[src/rtl/mxm_rd_arb_if.sv]
// Bundle of the read-requester, writer and mxm_mem-side signals of mxm_rd_arb.
//
// Handshake: a requester raises rdN_vld with a stable rdN_addr and keeps both
// unchanged until it sees rdN_rdy high in the same cycle; that cycle is the
// accept (vld && rdy). Dropping rdN_vld before rdy withdraws the request.
// Responses (rspN_vld + rsp_data) have no backpressure: they appear exactly
// RD_LAT cycles after the accept. Writes (wr_en) are always accepted.
interface mxm_rd_arb_if #(
  parameter int DATA_WIDTH = 256,
  parameter int ADDR_WIDTH = 12
);
  logic                  rd0_vld;
  logic [ADDR_WIDTH-1:0] rd0_addr;
  logic                  rd0_rdy;
  logic                  rd1_vld;
  logic [ADDR_WIDTH-1:0] rd1_addr;
  logic                  rd1_rdy;
  logic                  rsp0_vld;
  logic                  rsp1_vld;
  logic [DATA_WIDTH-1:0] rsp_data;
  logic                  wr_en;
  logic [ADDR_WIDTH-1:0] wr_addr;
  logic [DATA_WIDTH-1:0] wr_data;
  logic                  mem_rd_en;
  logic [ADDR_WIDTH-1:0] mem_rd_addr;
  logic [DATA_WIDTH-1:0] mem_dout;
  logic                  mem_wr_en;
  logic [ADDR_WIDTH-1:0] mem_wr_addr;
  logic [DATA_WIDTH-1:0] mem_wr_data;
  logic                  idle;

  // Arbiter side
  modport slave (
    input  rd0_vld, rd0_addr, rd1_vld, rd1_addr, wr_en, wr_addr, wr_data, mem_dout,
    output rd0_rdy, rd1_rdy, rsp0_vld, rsp1_vld, rsp_data,
           mem_rd_en, mem_rd_addr, mem_wr_en, mem_wr_addr, mem_wr_data, idle
  );

  // Requesters / writer / memory side
  modport master (
    output rd0_vld, rd0_addr, rd1_vld, rd1_addr, wr_en, wr_addr, wr_data, mem_dout,
    input  rd0_rdy, rd1_rdy, rsp0_vld, rsp1_vld, rsp_data,
           mem_rd_en, mem_rd_addr, mem_wr_en, mem_wr_addr, mem_wr_data, idle
  );
endinterface

[src/rtl/mxm_rd_arb.sv]
// Round-robin arbiter for the single read port of the MXM URAM.
// Two requesters share the read port; each granted read is tagged with the
// requester id and the tag travels alongside the memory's fixed read latency,
// so the returned word is flagged for the right requester. A read that hits
// the address being written in the same cycle is held off one cycle so it
// always observes post-write data. The write port is a plain pass-through.
module mxm_rd_arb #(
  parameter int DATA_WIDTH = 256,
  parameter int DEPTH      = 4096,
  parameter int ADDR_WIDTH = $clog2(DEPTH),
  parameter int RD_LAT     = 3
) (
  input logic          clk,
  input logic          rstn,
  mxm_rd_arb_if.slave  bus
);
  localparam int CNT_W = $clog2(RD_LAT + 1);

  logic                  rr_ptr;     // port preferred when both are eligible
  logic [RD_LAT-1:0]     tag_v;      // stage valid
  logic [RD_LAT-1:0]     tag_id;     // stage requester id
  logic [CNT_W-1:0]      out_cnt;    // reads issued and not yet returned

  logic                  hz0, hz1;
  logic                  el0, el1;
  logic                  gnt0, gnt1;
  logic                  any_gnt;
  logic                  gnt_id;
  logic [ADDR_WIDTH-1:0] gnt_addr;
  logic                  rsp_v;
  logic [DATA_WIDTH-1:0] rd_word;

  // Hazard detection and one-hot grant selection
  always_comb begin
    hz0      = bus.wr_en && (bus.rd0_addr == bus.wr_addr);
    hz1      = bus.wr_en && (bus.rd1_addr == bus.wr_addr);
    el0      = bus.rd0_vld && !hz0;
    el1      = bus.rd1_vld && !hz1;
    gnt0     = rstn && el0 && (!el1 || !rr_ptr);
    gnt1     = rstn && el1 && (!el0 ||  rr_ptr);
    any_gnt  = gnt0 || gnt1;
    gnt_id   = gnt1;
    gnt_addr = '0;
    if (gnt1) begin
      gnt_addr = bus.rd1_addr;
    end else if (gnt0) begin
      gnt_addr = bus.rd0_addr;
    end
  end

  assign rsp_v   = tag_v[RD_LAT-1];
  assign rd_word = bus.mem_dout;

  assign bus.rd0_rdy     = gnt0;
  assign bus.rd1_rdy     = gnt1;
  assign bus.mem_rd_en   = any_gnt;
  assign bus.mem_rd_addr = gnt_addr;
  assign bus.rsp0_vld    = rsp_v && !tag_id[RD_LAT-1];
  assign bus.rsp1_vld    = rsp_v &&  tag_id[RD_LAT-1];
  assign bus.rsp_data    = rd_word;
  assign bus.mem_wr_en   = bus.wr_en;
  assign bus.mem_wr_addr = bus.wr_addr;
  assign bus.mem_wr_data = bus.wr_data;
  assign bus.idle        = (out_cnt == '0) && !bus.rd0_vld && !bus.rd1_vld;

  // Round-robin pointer: after a grant, the other port is preferred
  always_ff @(posedge clk or negedge rstn) begin
    if (!rstn) begin
      rr_ptr <= 1'b0;
    end else if (any_gnt) begin
      rr_ptr <= ~gnt_id;
    end
  end

  // Tag pipe shadowing the memory read latency
  always_ff @(posedge clk or negedge rstn) begin
    if (!rstn) begin
      tag_v  <= '0;
      tag_id <= '0;
    end else begin
      tag_v[0]  <= any_gnt;
      tag_id[0] <= gnt_id;
      for (int i = 1; i < RD_LAT; i++) begin
        tag_v[i]  <= tag_v[i-1];
        tag_id[i] <= tag_id[i-1];
      end
    end
  end

  // Outstanding-read counter feeding the idle flag
  always_ff @(posedge clk or negedge rstn) begin
    if (!rstn) begin
      out_cnt <= '0;
    end else begin
      case ({any_gnt, rsp_v})
        2'b10:   out_cnt <= out_cnt + CNT_W'(1);
        2'b01:   out_cnt <= out_cnt - CNT_W'(1);
        default: out_cnt <= out_cnt;
      endcase
    end
  end
endmodule

[src/flat_wrapper.sv]
// flat-port wrapper written by rule: the top's interface ports become plain ports
module mxm_rd_arb_flat 
#(
  parameter int DATA_WIDTH = 256,
  parameter int DEPTH      = 4096,
  parameter int ADDR_WIDTH = $clog2(DEPTH),
  parameter int RD_LAT     = 3
)
  (clk, rstn, bus_rd0_vld, bus_rd0_addr, bus_rd1_vld, bus_rd1_addr, bus_wr_en, bus_wr_addr, bus_wr_data, bus_mem_dout, bus_rd0_rdy, bus_rd1_rdy, bus_rsp0_vld, bus_rsp1_vld, bus_rsp_data, bus_mem_rd_en, bus_mem_rd_addr, bus_mem_wr_en, bus_mem_wr_addr, bus_mem_wr_data, bus_idle);
  mxm_rd_arb_if #(.DATA_WIDTH(DATA_WIDTH), .ADDR_WIDTH(ADDR_WIDTH)) bus_i ();
  input logic clk;
  input logic rstn;
  input wire logic [$bits(bus_i.rd0_vld)-1:0] bus_rd0_vld;
  input wire logic [$bits(bus_i.rd0_addr)-1:0] bus_rd0_addr;
  input wire logic [$bits(bus_i.rd1_vld)-1:0] bus_rd1_vld;
  input wire logic [$bits(bus_i.rd1_addr)-1:0] bus_rd1_addr;
  input wire logic [$bits(bus_i.wr_en)-1:0] bus_wr_en;
  input wire logic [$bits(bus_i.wr_addr)-1:0] bus_wr_addr;
  input wire logic [$bits(bus_i.wr_data)-1:0] bus_wr_data;
  input wire logic [$bits(bus_i.mem_dout)-1:0] bus_mem_dout;
  output wire logic [$bits(bus_i.rd0_rdy)-1:0] bus_rd0_rdy;
  output wire logic [$bits(bus_i.rd1_rdy)-1:0] bus_rd1_rdy;
  output wire logic [$bits(bus_i.rsp0_vld)-1:0] bus_rsp0_vld;
  output wire logic [$bits(bus_i.rsp1_vld)-1:0] bus_rsp1_vld;
  output wire logic [$bits(bus_i.rsp_data)-1:0] bus_rsp_data;
  output wire logic [$bits(bus_i.mem_rd_en)-1:0] bus_mem_rd_en;
  output wire logic [$bits(bus_i.mem_rd_addr)-1:0] bus_mem_rd_addr;
  output wire logic [$bits(bus_i.mem_wr_en)-1:0] bus_mem_wr_en;
  output wire logic [$bits(bus_i.mem_wr_addr)-1:0] bus_mem_wr_addr;
  output wire logic [$bits(bus_i.mem_wr_data)-1:0] bus_mem_wr_data;
  output wire logic [$bits(bus_i.idle)-1:0] bus_idle;
  assign bus_i.rd0_vld = bus_rd0_vld;
  assign bus_i.rd0_addr = bus_rd0_addr;
  assign bus_i.rd1_vld = bus_rd1_vld;
  assign bus_i.rd1_addr = bus_rd1_addr;
  assign bus_i.wr_en = bus_wr_en;
  assign bus_i.wr_addr = bus_wr_addr;
  assign bus_i.wr_data = bus_wr_data;
  assign bus_i.mem_dout = bus_mem_dout;
  assign bus_rd0_rdy = bus_i.rd0_rdy;
  assign bus_rd1_rdy = bus_i.rd1_rdy;
  assign bus_rsp0_vld = bus_i.rsp0_vld;
  assign bus_rsp1_vld = bus_i.rsp1_vld;
  assign bus_rsp_data = bus_i.rsp_data;
  assign bus_mem_rd_en = bus_i.mem_rd_en;
  assign bus_mem_rd_addr = bus_i.mem_rd_addr;
  assign bus_mem_wr_en = bus_i.mem_wr_en;
  assign bus_mem_wr_addr = bus_i.mem_wr_addr;
  assign bus_mem_wr_data = bus_i.mem_wr_data;
  assign bus_idle = bus_i.idle;
  mxm_rd_arb #(.DATA_WIDTH(DATA_WIDTH), .DEPTH(DEPTH), .ADDR_WIDTH(ADDR_WIDTH), .RD_LAT(RD_LAT)) u_core (.clk(clk), .rstn(rstn), .bus(bus_i));
endmodule
[config.mk]
export PLATFORM = sky130hd
export DESIGN_NAME = mxm_rd_arb_flat
export DESIGN_NICKNAME = d
export VERILOG_FILES = /design/src/rtl/mxm_rd_arb_if.sv /design/src/rtl/mxm_rd_arb.sv /design/src/flat_wrapper.sv
export SDC_FILE = /design/constraint.sdc
export NUM_CORES = 1
export LEC_CHECK = 0
export BUFFER_PORTS_ARGS = -buffer_cell sky130_fd_sc_hd__buf_4
export CORE_AREA = 2 2 422 424
export DETAILED_ROUTE_END_ITERATION = 10
export DIE_AREA = 0 0 424 426
export GPL_ROUTABILITY_DRIVEN = 0
export SYNTH_ARGS = -nofsm -noshare
export SYNTH_HDL_FRONTEND = slang
export SYNTH_SLANG_ARGS = --single-unit
[constraint.sdc]
create_clock -name clk -period 1.9 [get_ports clk]
set_clock_uncertainty 0.05 [all_clocks]
set_input_delay 0.095 -clock clk [delete_from_list [all_inputs] [get_ports clk]]
set_output_delay 0.095 -clock clk [all_outputs]
set_load 0.005 [all_outputs]
# Word-level counts from Yosys, hierarchy flattened

Index checks and enable logic that the tools add are counted.

Add/sub/neg operators: 2
Multipliers: 0
Div/mod/pow operators: 0
Order comparisons: 0
Equal/unequal tests: 4
Shifts and indexed selects: 0
Muxes and demuxes: 3
Bitwise operators: 1
Reductions and logical operators: 25

Operators by type and width:

| cell                  | number |
|---|---|
| $eq A12 B12 Y1        | 2 |
| $mux W12              | 2 |
| $logic_and A1 B1 Y1   | 12 |
| $logic_not A1 Y1      | 8 |
| $pmux W2 S2           | 1 |
| $logic_or A1 B1 Y1    | 3 |
| $add A2 B1 Y2 const B | 1 |
| $eq A2 B1 Y1 const B  | 1 |
| $eq A2 B2 Y1 const B  | 1 |
| $logic_not A2 Y1      | 1 |
| $reduce_bool A2 Y1    | 1 |
| $sub A2 B1 Y2 const B | 1 |
| $not A1 Y1            | 1 |

Register bits after elaboration: 9
Bits in latches: 0
Bits in writable memories: 0
ROM bits: 0
Bits of input ports: 553
Output and inout port bits: 543
Word-level logic and storage cells: 39
Memories kept: 0

# Longest topological paths before layout

Gate-level depths: netlist (run 1).

Word-level depth: 10
Mapped depth: 9
Depth with buffers taken out: 9

# Least setup slack after synthesis (run 1)

Ideal clock, no wire load.

Path type: input -> register
Start point: input bus_rd1_addr[10]
End point: register u_core.out_cnt[1]
Library setup time: 0.079 ns
Data arrival time: 1.684 ns
Data required time: 1.771 ns
Setup slack: 0.087 ns
Stages: 8
Buffers on the path: 0
Path through: xnor2_1 -> nand4_1 -> nor4_1 -> or2_2 -> and2_1 -> ha_1 -> nor2_1 -> xor2_1

Cells in the longest elaborated chain, start to end: 10
Elaborated cells between the ends (all ways): 14
Classes of those cells: eq/ne: 3; mux: 1; reduce/logical: 10

RTL lines:

| item                                              | line               | text |
|---|---|---|
| start, declared                                   | flat_wrapper.sv:16 | `input wire logic [$bits(bus_i.rd1_addr)-1:0] bus_rd1_addr;` |
| $eq A12 B12 Y1 (*)                                | mxm_rd_arb.sv:36   | `hz1 = bus.wr_en && (bus.rd1_addr == bus.wr_addr);` |
| $logic_and A1 B1 Y1 (*)                           | mxm_rd_arb.sv:36   |  |
| $logic_not A1 Y1 (*)                              | mxm_rd_arb.sv:38   | `el1 = bus.rd1_vld && !hz1;` |
| $logic_and A1 B1 Y1 (*)                           | mxm_rd_arb.sv:38   |  |
| $logic_not A1 Y1                                  | mxm_rd_arb.sv:39   | `gnt0 = rstn && el0 && (!el1 \|\| !rr_ptr);` |
| $logic_or A1 B1 Y1                                | mxm_rd_arb.sv:39   |  |
| $logic_and A1 B1 Y1                               | mxm_rd_arb.sv:39   |  |
| $logic_or A1 B1 Y1 (*)                            | mxm_rd_arb.sv:41   | `any_gnt = gnt0 \|\| gnt1;` |
| $eq A2 B1 Y1 or $eq A2 B2 Y1 (tied branches)      | mxm_rd_arb.sv:95   | `case ({any_gnt, rsp_v})` |
| $pmux W2 S2 or $reduce_bool A2 Y1 (tied branches) | --                 |  |
| end signal, assigned                              | mxm_rd_arb.sv:96   | `2'b10: out_cnt <= out_cnt + CNT_W'(1);` |
| end signal, assigned                              | mxm_rd_arb.sv:97   | `2'b01: out_cnt <= out_cnt - CNT_W'(1);` |
| end signal, assigned                              | mxm_rd_arb.sv:98   | `default: out_cnt <= out_cnt;` |
| end, declared                                     | mxm_rd_arb.sv:22   | `logic [CNT_W-1:0] out_cnt;` |

Every way passes the cells marked *; elsewhere a longest branch is shown, timed or not.
A chain may end at the register's enable or synchronous reset.

# Final worst setup path (run 1)

Start point: input bus_rd0_addr[10]
End point: output bus_mem_rd_addr[11]

Cells in the longest elaborated chain, start to end: 8
Elaborated cells between the ends (all ways): 11
Classes of those cells: eq/ne: 1; mux: 2; reduce/logical: 8

RTL lines:

| item                                                      | line                               | text |
|---|---|---|
| start, declared                                           | flat_wrapper.sv:14                 | `input wire logic [$bits(bus_i.rd0_addr)-1:0] bus_rd0_addr;` |
| $eq A12 B12 Y1 (*)                                        | mxm_rd_arb.sv:35                   | `hz0 = bus.wr_en && (bus.rd0_addr == bus.wr_addr);` |
| $logic_and A1 B1 Y1 (*)                                   | mxm_rd_arb.sv:35                   |  |
| $logic_not A1 Y1 (*)                                      | mxm_rd_arb.sv:37                   | `el0 = bus.rd0_vld && !hz0;` |
| $logic_and A1 B1 Y1 (*)                                   | mxm_rd_arb.sv:37                   |  |
| $logic_and A1 B1 Y1 or $logic_not A1 Y1 (tied branches)   | mxm_rd_arb.sv:39, mxm_rd_arb.sv:40 |  |
| $logic_and A1 B1 Y1 or $logic_or A1 B1 Y1 (tied branches) | mxm_rd_arb.sv:39, mxm_rd_arb.sv:40 |  |
| $mux W12 or $logic_and A1 B1 Y1 (tied branches)           | mxm_rd_arb.sv:46, mxm_rd_arb.sv:40 |  |
| $mux W12 (*)                                              | mxm_rd_arb.sv:44                   | `if (gnt1) begin` |
| end, declared                                             | flat_wrapper.sv:27                 | `output wire logic [$bits(bus_i.mem_rd_addr)-1:0] bus_mem_rd_addr;` |

Marks and branches as above.

==> results of run 1 <==
cells in the final DEF, fill, tap and decap left out, types with 2 or more instances in the layout:
| master | instances |
|---|---|
| buf_4 | 64 |
| buf_6 | 31 |
| xnor2_1 | 13 |
| xnor2_2 | 11 |
| a22o_4 | 9 |
| dfrtp_1 | 9 |
| diode_2 | 5 |
| nand2_1 | 5 |
| nand4_1 | 4 |
| clkbuf_16 | 3 |
| xnor2_4 | 2 |
| nand3_1 | 2 |
| a22o_2 | 2 |
| and2_1 | 2 |
| buf_8 | 2 |
registers in the layout, summed over array words and instances (netlist names):
name	count
u_core.rr_ptr	1
u_core.out_cnt	2
u_core.tag_id	3
u_core.tag_v	3
area by class of cell:
class	count	area, µm²
diodes	5	12.5
flip-flops and latches	9	225
well taps	2340	2930
clock buffers	3	75.1
fillers	21020	171000
inverters	1	3.75
multi-input cells	63	724
repair buffers	99	890
clock inverters	1	5.00
kinds of logic (layout without fill, tap and decap cells):
group / after synthesis / count (layout)
buffers and inverters: 528 / 104
XOR/XNOR: 27 / 27
AND/OR/NAND/NOR: 20 / 20
AO/OA/AOI/OAI: 15 / 15
flip-flops: 9 / 9
adder cells (fa/ha/maj): 1 / 1
other: 0 / 5
critical path, delay by kind of cell:
family                    cells  cell delay, ns
and+or+nand+nor               2            0.65
AOI/OAI and AO/OA             2            0.38
xor gates and xnor gates      1            0.16
buffers and inverters         4            0.53
layer usage:
| metal | track usage (%) | up-vias |
|---|---|---|
| met5 | 1.30 | - |
| met4 | 5.17 | 18 |
| met3 | 25.2 | 134 |
| met2 | 19.8 | 1034 |
| met1 | 3.85 | 824 |
| li1 | - | 483 |
worst min-delay path by stage:
stage                                end  slack (ns)  cells after the start
floorplan              u_core.out_cnt[0]       -0.25                      0
detailed placement       u_core.tag_v[0]       -0.10                      1
finish              bus_mem_wr_data[185]        0.14                      0
global placement         u_core.tag_v[0]       -0.10                      1
global route            bus_rsp_data[25]        0.14                      0
CTS                  bus_mem_wr_data[16]        0.14                      0
per-stage QoR:
step	total power [mW]	utilization, %	cells
6_report	1.17	2.77	2521
5_1_grt	1.21	2.76	2517
4_1_cts	1.14	2.70	2515
3_5_place_dp	0.686	2.50	2509
3_3_place_gp	0.678	2.50	2509
2_1_floorplan	1.29	-	600
what timing repair did:
item | 4_1_cts | 5_1_grt
gates cloned | 1 | 0
hold buffers | 1 | 0
gates resized for setup | 48 | 19
pin swaps | 15 | 4
endpoints found under the hold margin | 9 | 0
buffers inserted | 0 | 1
endpoints found under the setup margin | 16 | 15
power groups by stage:
| stage | Clock (mW) | Combinational [mW] | Sequential (mW) |
|---|---|---|---|
| 3_3_place_gp | 0 | 0.423 | 0.255 |
| 4_1_cts | 0.378 | 0.502 | 0.255 |
| 2_1_floorplan | 0 | 1.04 | 0.250 |
| 3_5_place_dp | 0 | 0.430 | 0.255 |
| 5_1_grt | 0.391 | 0.561 | 0.259 |
| 6_report | 0.374 | 0.538 | 0.256 |
==> impl_metrics.csv, run 1 <==
group,metric,value,unit
outcome,outcome,"complete, but fails checks",
outcome,violations,"negative setup slack",
logic_synthesis,syn-num-nets,1154,
die,die_h,426,µm
logic_synthesis,synth_edf_count,0,
logic_synthesis,yosys_warnings,0,
sta,period_share,103,%
place,port_buffers,71,
clock_tree,h-tree-depth,1,
route,top_layer,"met5",
critical_path,crit_end,"bus_mem_rd_addr[11]",
place,post-dp-hpwl,119000,µm
finish,nNetsFinal,731,
critical_path,worst_setup_path_end_kind,"output port",
critical_path,reg2reg_slack,0.72,ns
route,met1_length,12600,µm
logic_synthesis,synth.distinct_cells,21,
critical_path,ff2ff_path_depth,4,
sta,finalSetupViolCount,12,
die,num_rows,154,
route,vias_per_cell,0.989,
critical_path,cp.required,1.75,ns
logic_synthesis,yosysMostFrequentCell,"buf_4",
critical_path,critPathMaxFanout,6,
clock_tree,cts_tree,"yes",
global_route,antenna_found_initial,14,
logic_synthesis,yosysTopAreaCell,"buf_4",
hold_path,hold_class,"in2out",
global_route,grt_pass1_vias,2195,
logic_synthesis,synth_top_family_by_area,"buffers and inverters",
power_and_ir_drop,leakage,0.960,nW
logic_synthesis,yosys.area.top_type_share,83.8,%
sta,fin_crit,1.96,ns
critical_path,cp_slowest_cell,"or4_4",
logic_synthesis,synth_simple_gate_area_share,2.36,%
logic_synthesis,synth_ff_type,"dfrtp_1",
route,firstDrtPassIters,4,
logic_synthesis,synthAdderAreaFrac,0.266,%
clock_tree,cts_buffers,3,
logic_synthesis,synth_xor_area_share,5.02,%
logic_synthesis,synth.top_cells.by_count,"buf_4, xnor2_1, a22o_2",
route,wire_per_inst,48.5,µm
die,die_x,424,µm
critical_path,rr_startpoint,"u_core.rr_ptr",
die,die_area,181000,µm²
critical_path,startpoint,"bus_rd0_addr[10]",
sta,setup-tns-final,-0.455,ns
logic_synthesis,syn_inst,600,
place,pre_cts_slack,-0.312,ns
sta,final-hold-violation-count,0,
route,wl_met2,53800,µm
global_route,grt_usage,12.9,%
logic_synthesis,synthMuxAreaShare,0,%
power_and_ir_drop,clkPwrFrac,32.0,%
route,num_vias,2493,
route,drcViolationCount,0,
die,ioPinCount,1096,
critical_path,worst_r2r_endpoint,"u_core.rr_ptr",
die,core,176000,µm²
logic_synthesis,synth_seq_cells,9,
global_route,grt_overflow,0,
power_and_ir_drop,swShare,31.0,%
route,met3_length,50200,µm
power_and_ir_drop,switching_power,0.363,mW
logic_synthesis,synth_compound_area_share,3.43,%
hold_path,min_from,"bus_wr_data[185]",
sta,rsz0062_at_grt,"true",
sta,max_freq,0.510,GHz
critical_path,crit_arrival,1.82,ns
die,initial_utilization,2.68,%
critical_path,path_cells,"buf_6, xnor2_2, nand4_1, or4_4, buf_6, o2111a_2, buf_6, a22o_4, buf_6",
finish,drive_gt1_share,75.6,%
power_and_ir_drop,pwr-share-seq,21.9,%
run,drv_cap,0,
critical_path,path_class,"in2out",
sta,max_slew_margin,66.4,%
logic_synthesis,async_reset_ff_share,100,%
clock_tree,clock_latency,0.24,ns
critical_path,max_stage_delay,0.52,ns
route,drt-total-wl,122000,µm
power_and_ir_drop,peakVddDrop,0.000313,V
sta,fin_ws,-0.0601,ns
clock_tree,clock_sinks,9,
global_route,grt_pass1_wl,127000,µm
critical_path,cpMostUsedCell,"buf_6",
clock_tree,clockBufferDepth,2,
logic_synthesis,avgSynthCellArea,7.85,µm²
finish,final_area,4860,µm²
power_and_ir_drop,p_int,0.806,mW
route,antenna_left,0,
sta,holdWs,0.140,ns
route,drtIter0Drc,279,
logic_synthesis,syn_area,4710,µm²
sta,tightest_slew,0.500,ns
global_route,grt_max_degree,11,
clock_tree,cts_root_buffer,"clkbuf_16",
critical_path,cp-start-kind,"input pin",
power_and_ir_drop,combinationalPowerShare,46.1,%
logic_synthesis,yosysSeqAreaShare,4.78,%
place,placed_cell_area,4400,µm²
power_and_ir_drop,powerDensity,240,nW/µm²
sta,drv_slew,0,
logic_synthesis,synth_area_leaders,"buf_4, xnor2_1, dfrtp_1",
finish,area_growth,3.24,%
Power figures use the tool's default switching activity.
==> run 2, diff against run 1 <==
--- a/config.mk
+++ b/config.mk
@@ -5,11 +5,15 @@
 export SDC_FILE = /design/constraint.sdc
 export NUM_CORES = 1
 export LEC_CHECK = 0
+export ABC_AREA = 0
 export BUFFER_PORTS_ARGS = -buffer_cell sky130_fd_sc_hd__buf_4
-export CORE_AREA = 2 2 422 424
+export CELL_PAD_IN_SITES_DETAIL_PLACEMENT = 1
+export CELL_PAD_IN_SITES_GLOBAL_PLACEMENT = 1
+export CORE_AREA = 2 2 431 433
 export DETAILED_ROUTE_END_ITERATION = 10
-export DIE_AREA = 0 0 424 426
+export DIE_AREA = 0 0 433 435
 export GPL_ROUTABILITY_DRIVEN = 0
+export PLACE_DENSITY_LB_ADDON = 0.1
 export SYNTH_ARGS = -nofsm -noshare
 export SYNTH_HDL_FRONTEND = slang
 export SYNTH_SLANG_ARGS = --single-unit
==> impl_metrics.csv, run 2 (synthesis results as in run 1) <==
group,metric,value,unit
outcome,outcome,"complete, but fails checks",
outcome,violations,"negative setup slack",
clock_tree,cts_buffers,3,
sta,final-hold-violation-count,0,
clock_tree,cts_tree,"yes",
clock_tree,clockBufferDepth,2,
finish,most-common-layout-cells,"buf_4, buf_6, xnor2_2, xnor2_1, a22o_4",
power_and_ir_drop,powerDensity,236,nW/µm²
route,antenna_left,0,
global_route,antenna_found_initial,0,
sta,tightest_slew,0.364,ns
die,die_h,435,µm
finish,reg_top3,"u_core.tag_id x3, u_core.tag_v x3, u_core.out_cnt x2",
power_and_ir_drop,peakVddDrop,0.000209,V
sta,drv_slew,0,
global_route,grt_usage,2.59,%
place,post-dp-hpwl,22800,µm
critical_path,cpLargestDelayFamily,"buffers and inverters",
place,pre_cts_slack,-0.487,ns
run,drv_cap,0,
finish,nNetsFinal,749,
critical_path,cp-start-kind,"input pin",
sta,max_freq,0.469,GHz
critical_path,cp_slowest_cell,"or4_4",
critical_path,cp.required,1.75,ns
die,ioPinCount,1096,
finish,drive_gt1_share,80.9,%
global_route,grt_max_degree,14,
hold_path,holdPathStages,0,
critical_path,cp.depth,11,
critical_path,ff2ff_path_depth,7,
die,core,184000,µm²
global_route,grt_overflow,0,
die,die_area,188000,µm²
sta,rsz0062_at_grt,"true",
finish,layout_commonest_cell,"buf_4",
sta,period_share,112,%
route,drt-total-wl,26300,µm
power_and_ir_drop,total_power,1.25,mW
sta,max_slew_margin,75.5,%
critical_path,max_stage_delay,0.57,ns
clock_tree,clock_latency,0.24,ns
route,vias_per_cell,0.726,
finish,area_growth,12.2,%
critical_path,cp.buffers_inverters,6,
die,num_rows,158,
critical_path,path_cells,"buf_8, xnor2_2, buf_4, nand3_2, or4_4, a311oi_4, buf_6, buf_12, buf_16, a22o_1, buf_4",
route,wire_per_inst,9.85,µm
power_and_ir_drop,leakage,1.10,nW
die,initial_utilization,2.56,%
route,drcViolationCount,0,
route,drtIter0Drc,93,
finish,fillCellCount,21976,
clock_tree,clock_sinks,9,
global_route,grt_pass1_wl,30800,µm
sta,finalSetupViolCount,15,
critical_path,crit_arrival,1.99,ns
die,die_x,433,µm
clock_tree,cts_root_buffer,"clkbuf_16",
global_route,grt_pass1_vias,2221,
place,port_buffers,71,
critical_path,path_class,"in2out",
critical_path,worst_setup_path_end_kind,"output port",
route,firstDrtPassIters,3,
clock_tree,h-tree-depth,1,
finish,diodes,0,
route,num_vias,1940,
critical_path,critPathMaxFanout,6,
hold_path,hold_class,"in2out",
sta,fin_ws,-0.231,ns
sta,fin_crit,2.13,ns
critical_path,cpMostUsedCell,"buf_4",
==> run 2: path summary, 6_finish.rpt <==
kind,from,endpoint,slack [ns]
hold / removal,bus_wr_data[109],bus_mem_wr_data[109],0.14
setup / recovery,bus_rd0_addr[6],bus_mem_rd_addr[10],-0.23
min in group asynchronous,rstn,u_core.rr_ptr,0.23
setup reg to reg,u_core.rr_ptr,u_core.rr_ptr,0.51
hold reg to reg,u_core.tag_id[0],u_core.tag_id[1],0.29
max in group asynchronous,rstn,u_core.tag_v[2],1.21
==> run 2: worst register-to-register path, stage by stage (launching register included) <==
cell,delay [ns]
dfrtp_1,0.35
inv_1,0.10
a311oi_4,0.26
buf_6,0.15
buf_12,0.10
buf_8,0.10
buf_4,0.12
a21oi_1,0.04
==> run 2: power by group <==
part	internal (mW)	total, mW	switching [mW]
clock	0.281	0.383	0.101
sequential	0.228	0.258	0.0307
combinational	0.360	0.607	0.247
==> run 2: per-layer routing <==
metal | share of wire, % | vias up | wire, µm | GRT usage (%)
li1 | - | 514 | - | -
met1 | 31 | 785 | 8290 | 2.39
met2 | 35 | 496 | 9330 | 2.95
met3 | 26 | 137 | 6950 | 3.30
met4 | 5.2 | 8 | 1380 | 1.38
met5 | 1.5 | - | 390 | 1.69
==> run 2: metrics by stage <==
step	TNS, ns	util, %	cell area, µm²	cells	hold slack [ns]
floorplan	0	-	4710	600	-0.251
global placement	-6.47	2.56	4700	2662	-0.130
detailed placement	-6.17	2.56	4700	2662	-0.130
CTS	-3.57	2.81	5180	2674	0.140
global route	-3.69	2.87	5290	2674	0.140
finish	-2.56	2.87	5290	2674	0.140
==> run 2: area by class of cell <==
class                   count  area (µm²)  share of cell area [%]
clock buffers               4        78.8                    1.49
well taps                2480        3100                    58.7
multi-input cells          63         816                    15.4
repair buffers            117        1060                    20.0
flip-flops and latches      9         225                    4.26
inverters                   1        3.75                  0.0710
==> run 2: repair_timing <==
action,CTS,global route
setup endpoints to repair,17,17
buffers inserted,7,1
resized for setup,53,19
gates cloned,1,0
hold buffers,1,0
endpoints found under the hold margin,9,0
pin swaps,21,3
==> run 3, diff against run 2 <==
--- a/config.mk
+++ b/config.mk
@@ -5,13 +5,14 @@
 export SDC_FILE = /design/constraint.sdc
 export NUM_CORES = 1
 export LEC_CHECK = 0
-export ABC_AREA = 0
+export ABC_AREA = 1
 export BUFFER_PORTS_ARGS = -buffer_cell sky130_fd_sc_hd__buf_4
+export CAP_MARGIN = 5
 export CELL_PAD_IN_SITES_DETAIL_PLACEMENT = 1
 export CELL_PAD_IN_SITES_GLOBAL_PLACEMENT = 1
-export CORE_AREA = 2 2 431 433
+export CORE_AREA = 2 2 427 429
 export DETAILED_ROUTE_END_ITERATION = 10
-export DIE_AREA = 0 0 433 435
+export DIE_AREA = 0 0 429 431
 export GPL_ROUTABILITY_DRIVEN = 0
 export PLACE_DENSITY_LB_ADDON = 0.1
 export SYNTH_ARGS = -nofsm -noshare
==> impl_metrics.csv, run 3 <==
group,metric,value,unit
critical_path,crit_arrival,1.61,ns
route,antenna_left,0,
finish,reg_top3,"u_core.tag_id x3, u_core.tag_v x3, u_core.out_cnt x2",
logic_synthesis,yosys_warnings,0,
power_and_ir_drop,peakVddDrop,0.000278,V
sta,final-hold-violation-count,0,
logic_synthesis,synth_area_leaders,"buf_4, nand2_1, dfrtp_1",
logic_synthesis,avgSynthCellArea,7.00,µm²
critical_path,path_cells,"buf_4, inv_2, nand2_2, nand2_1, nor2_4, buf_6, nand2_4, nor2_4, nand2_4, nand3_4, inv_4, buf_6, buf_4, nand3_1, nand2_1, buf_4",
place,dp_cells,2667,
global_route,grt_pass1_wl,33600,µm
sta,finalSetupViolCount,0,
critical_path,cp.buffers_inverters,7,
global_route,grt_overflow,0,
sta,drv_slew,0,
clock_tree,clock_latency,0.23,ns
outcome,outcome,"finished, final reports clean",
die,num_rows,156,
sta,period_share,92.5,%
sta,max_freq,0.569,GHz
route,vias_per_cell,0.921,
logic_synthesis,synth_edf_count,0,
sta,rsz0062_at_grt,"false",
global_route,grt_usage,2.82,%
logic_synthesis,yosysTopAreaCell,"buf_4",
logic_synthesis,synth_seq_cells,9,
clock_tree,cts_root_buffer,"clkbuf_16",
clock_tree,h-tree-depth,1,
die,die_area,185000,µm²
clock_tree,clock_sinks,9,
clock_tree,clockBufferDepth,2,
place,post-dp-hpwl,24900,µm
logic_synthesis,syn_area,5000,µm²
sta,fin_crit,1.76,ns
logic_synthesis,yosys.area.top_type_share,78.8,%
finish,drive_gt1_share,54.3,%
route,wire_per_inst,10.5,µm
finish,layout_commonest_cell,"buf_4",
sta,holdWs,0.140,ns
route,firstDrtPassIters,4,
critical_path,cpLargestDelayFamily,"buffers and inverters",
die,core,180000,µm²
finish,area_growth,5.10,%
global_route,grt_pass1_vias,2763,
finish,finalNonFillerCells,2674,
logic_synthesis,yosysSeqAreaShare,4.50,%
power_and_ir_drop,leakage,1.36,nW
logic_synthesis,synth_ff_type,"dfrtp_1",
die,ioPinCount,1096,
finish,fillCellCount,21541,
hold_path,hold_class,"in2out",
logic_synthesis,syn_inst,715,
critical_path,cp.required,1.75,ns
critical_path,cpMostUsedCell,"buf_4",
finish,diodes,0,
route,drt-total-wl,28000,µm
logic_synthesis,yosysMostFrequentCell,"buf_4",
logic_synthesis,async_reset_ff_share,100,%
sta,tightest_slew,0.347,ns
finish,nNetsFinal,859,
clock_tree,cts_tree,"yes",
route,drcViolationCount,0,
die,die_h,431,µm
critical_path,critPathMaxFanout,6,
critical_path,cp_slowest_cell,"nor2_4",
global_route,grt_max_degree,10,
run,drv_cap,0,
global_route,antenna_found_initial,1,
critical_path,path_class,"in2out",
critical_path,max_stage_delay,0.15,ns
sta,max_slew_margin,76.7,%
power_and_ir_drop,powerDensity,239,nW/µm²
logic_synthesis,syn-num-nets,1269,
die,die_x,429,µm
finish,most-common-layout-cells,"buf_4, nand2_1, inv_1",
logic_synthesis,synth.distinct_cells,18,
route,num_vias,2463,
clock_tree,cts_buffers,3,
place,port_buffers,71,
logic_synthesis,synth.top_cells.by_count,"buf_4, nand2_1, inv_1",
die,initial_utilization,2.78,%
critical_path,worst_setup_path_end_kind,"output port",
route,drtIter0Drc,112,
critical_path,cp-start-kind,"input pin",
[run 3: cell types whose count changed in the layout (fill, tap and decap cells not counted), sizes merged, moves of 4 or more]
cell	before	now
nand2	5	81
inv	1	35
nand3	3	28
xnor2	26	6
nor2	1	19
a22o	12	0
nand4	4	0
[run 3: cell families after synthesis]
kind of cell | synth area share (%)
AO/OA/AOI/OAI | 0.400
AND/OR/NAND/NOR | 11.5
buffers and inverters | 82.3
flip-flops | 4.50
adder cells (fa/ha/maj) | 0.250
XOR/XNOR | 1.05
[run 3: cell type report]
type / instances / area, µm² / area share, %
timing repair buffer: 114 / 1020 / 19.4
inverter: 36 / 141 / 2.69
tap: 2370 / 2970 / 56.4
multi-input combinational: 141 / 827 / 15.7
sequential: 9 / 225 / 4.28
clock buffer: 4 / 78.8 / 1.50
[run 3: path summary, 6_finish.rpt]
| kind | start | endpoint | slack [ns] | depth (start not counted) |
|---|---|---|---|---|
| max | bus_wr_addr[1] | bus_mem_rd_addr[10] | 0.14 | 16 |
| min | bus_wr_data[102] | bus_mem_wr_data[102] | 0.14 | 0 |
| max reg2reg | u_core.tag_v[2] | u_core.out_cnt[1] | 0.62 | 4 |
| min reg2reg | u_core.tag_id[1] | u_core.tag_id[2] | 0.29 | 0 |
| max in group asynchronous | rstn | u_core.tag_id[1] | 1.28 | 3 |
| min in group asynchronous | rstn | u_core.tag_v[0] | 0.37 | 3 |
[run 3: per-stage QoR]
step                util (%)  setup slack, ns  cell area [µm²]  power [mW]  TNS, ns
floorplan                  -            0.353             5000        1.32        0
finish                  2.92            0.143             5260        1.26        0
global placement        2.73           -0.932             4920       0.890   -13.21
global route            2.92          0.00221             5260        1.38        0
detailed placement      2.73           -0.840             4920       0.881   -12.68
CTS                     2.91         0.000349             5240        1.33        0
[run 3: report_power, final]
group | switching (mW) | internal (mW) | total (mW) | leakage [nW]
registers | 0.0319 | 0.227 | 0.259 | 0.111
logic | 0.318 | 0.310 | 0.628 | 1.21
clock network | 0.0881 | 0.280 | 0.368 | 0.0382
[run 3: layer usage]
metal | part of all wire (%) | track usage [%] | vias to the layer above
met4 | 9.3 | 2.38 | 6
met2 | 45 | 4.29 | 512
met5 | 1.1 | 1.20 | -
met1 | 22 | 1.82 | 972
li1 | - | - | 795
met3 | 22 | 3.04 | 178
[run 3: what timing repair did]
item	CTS	global route
pin swaps	13	9
hold buffers	1	0
setup buffers	3	0
resized for setup	63	8
endpoints found under the hold margin	9	0
setup endpoints to repair	20	10
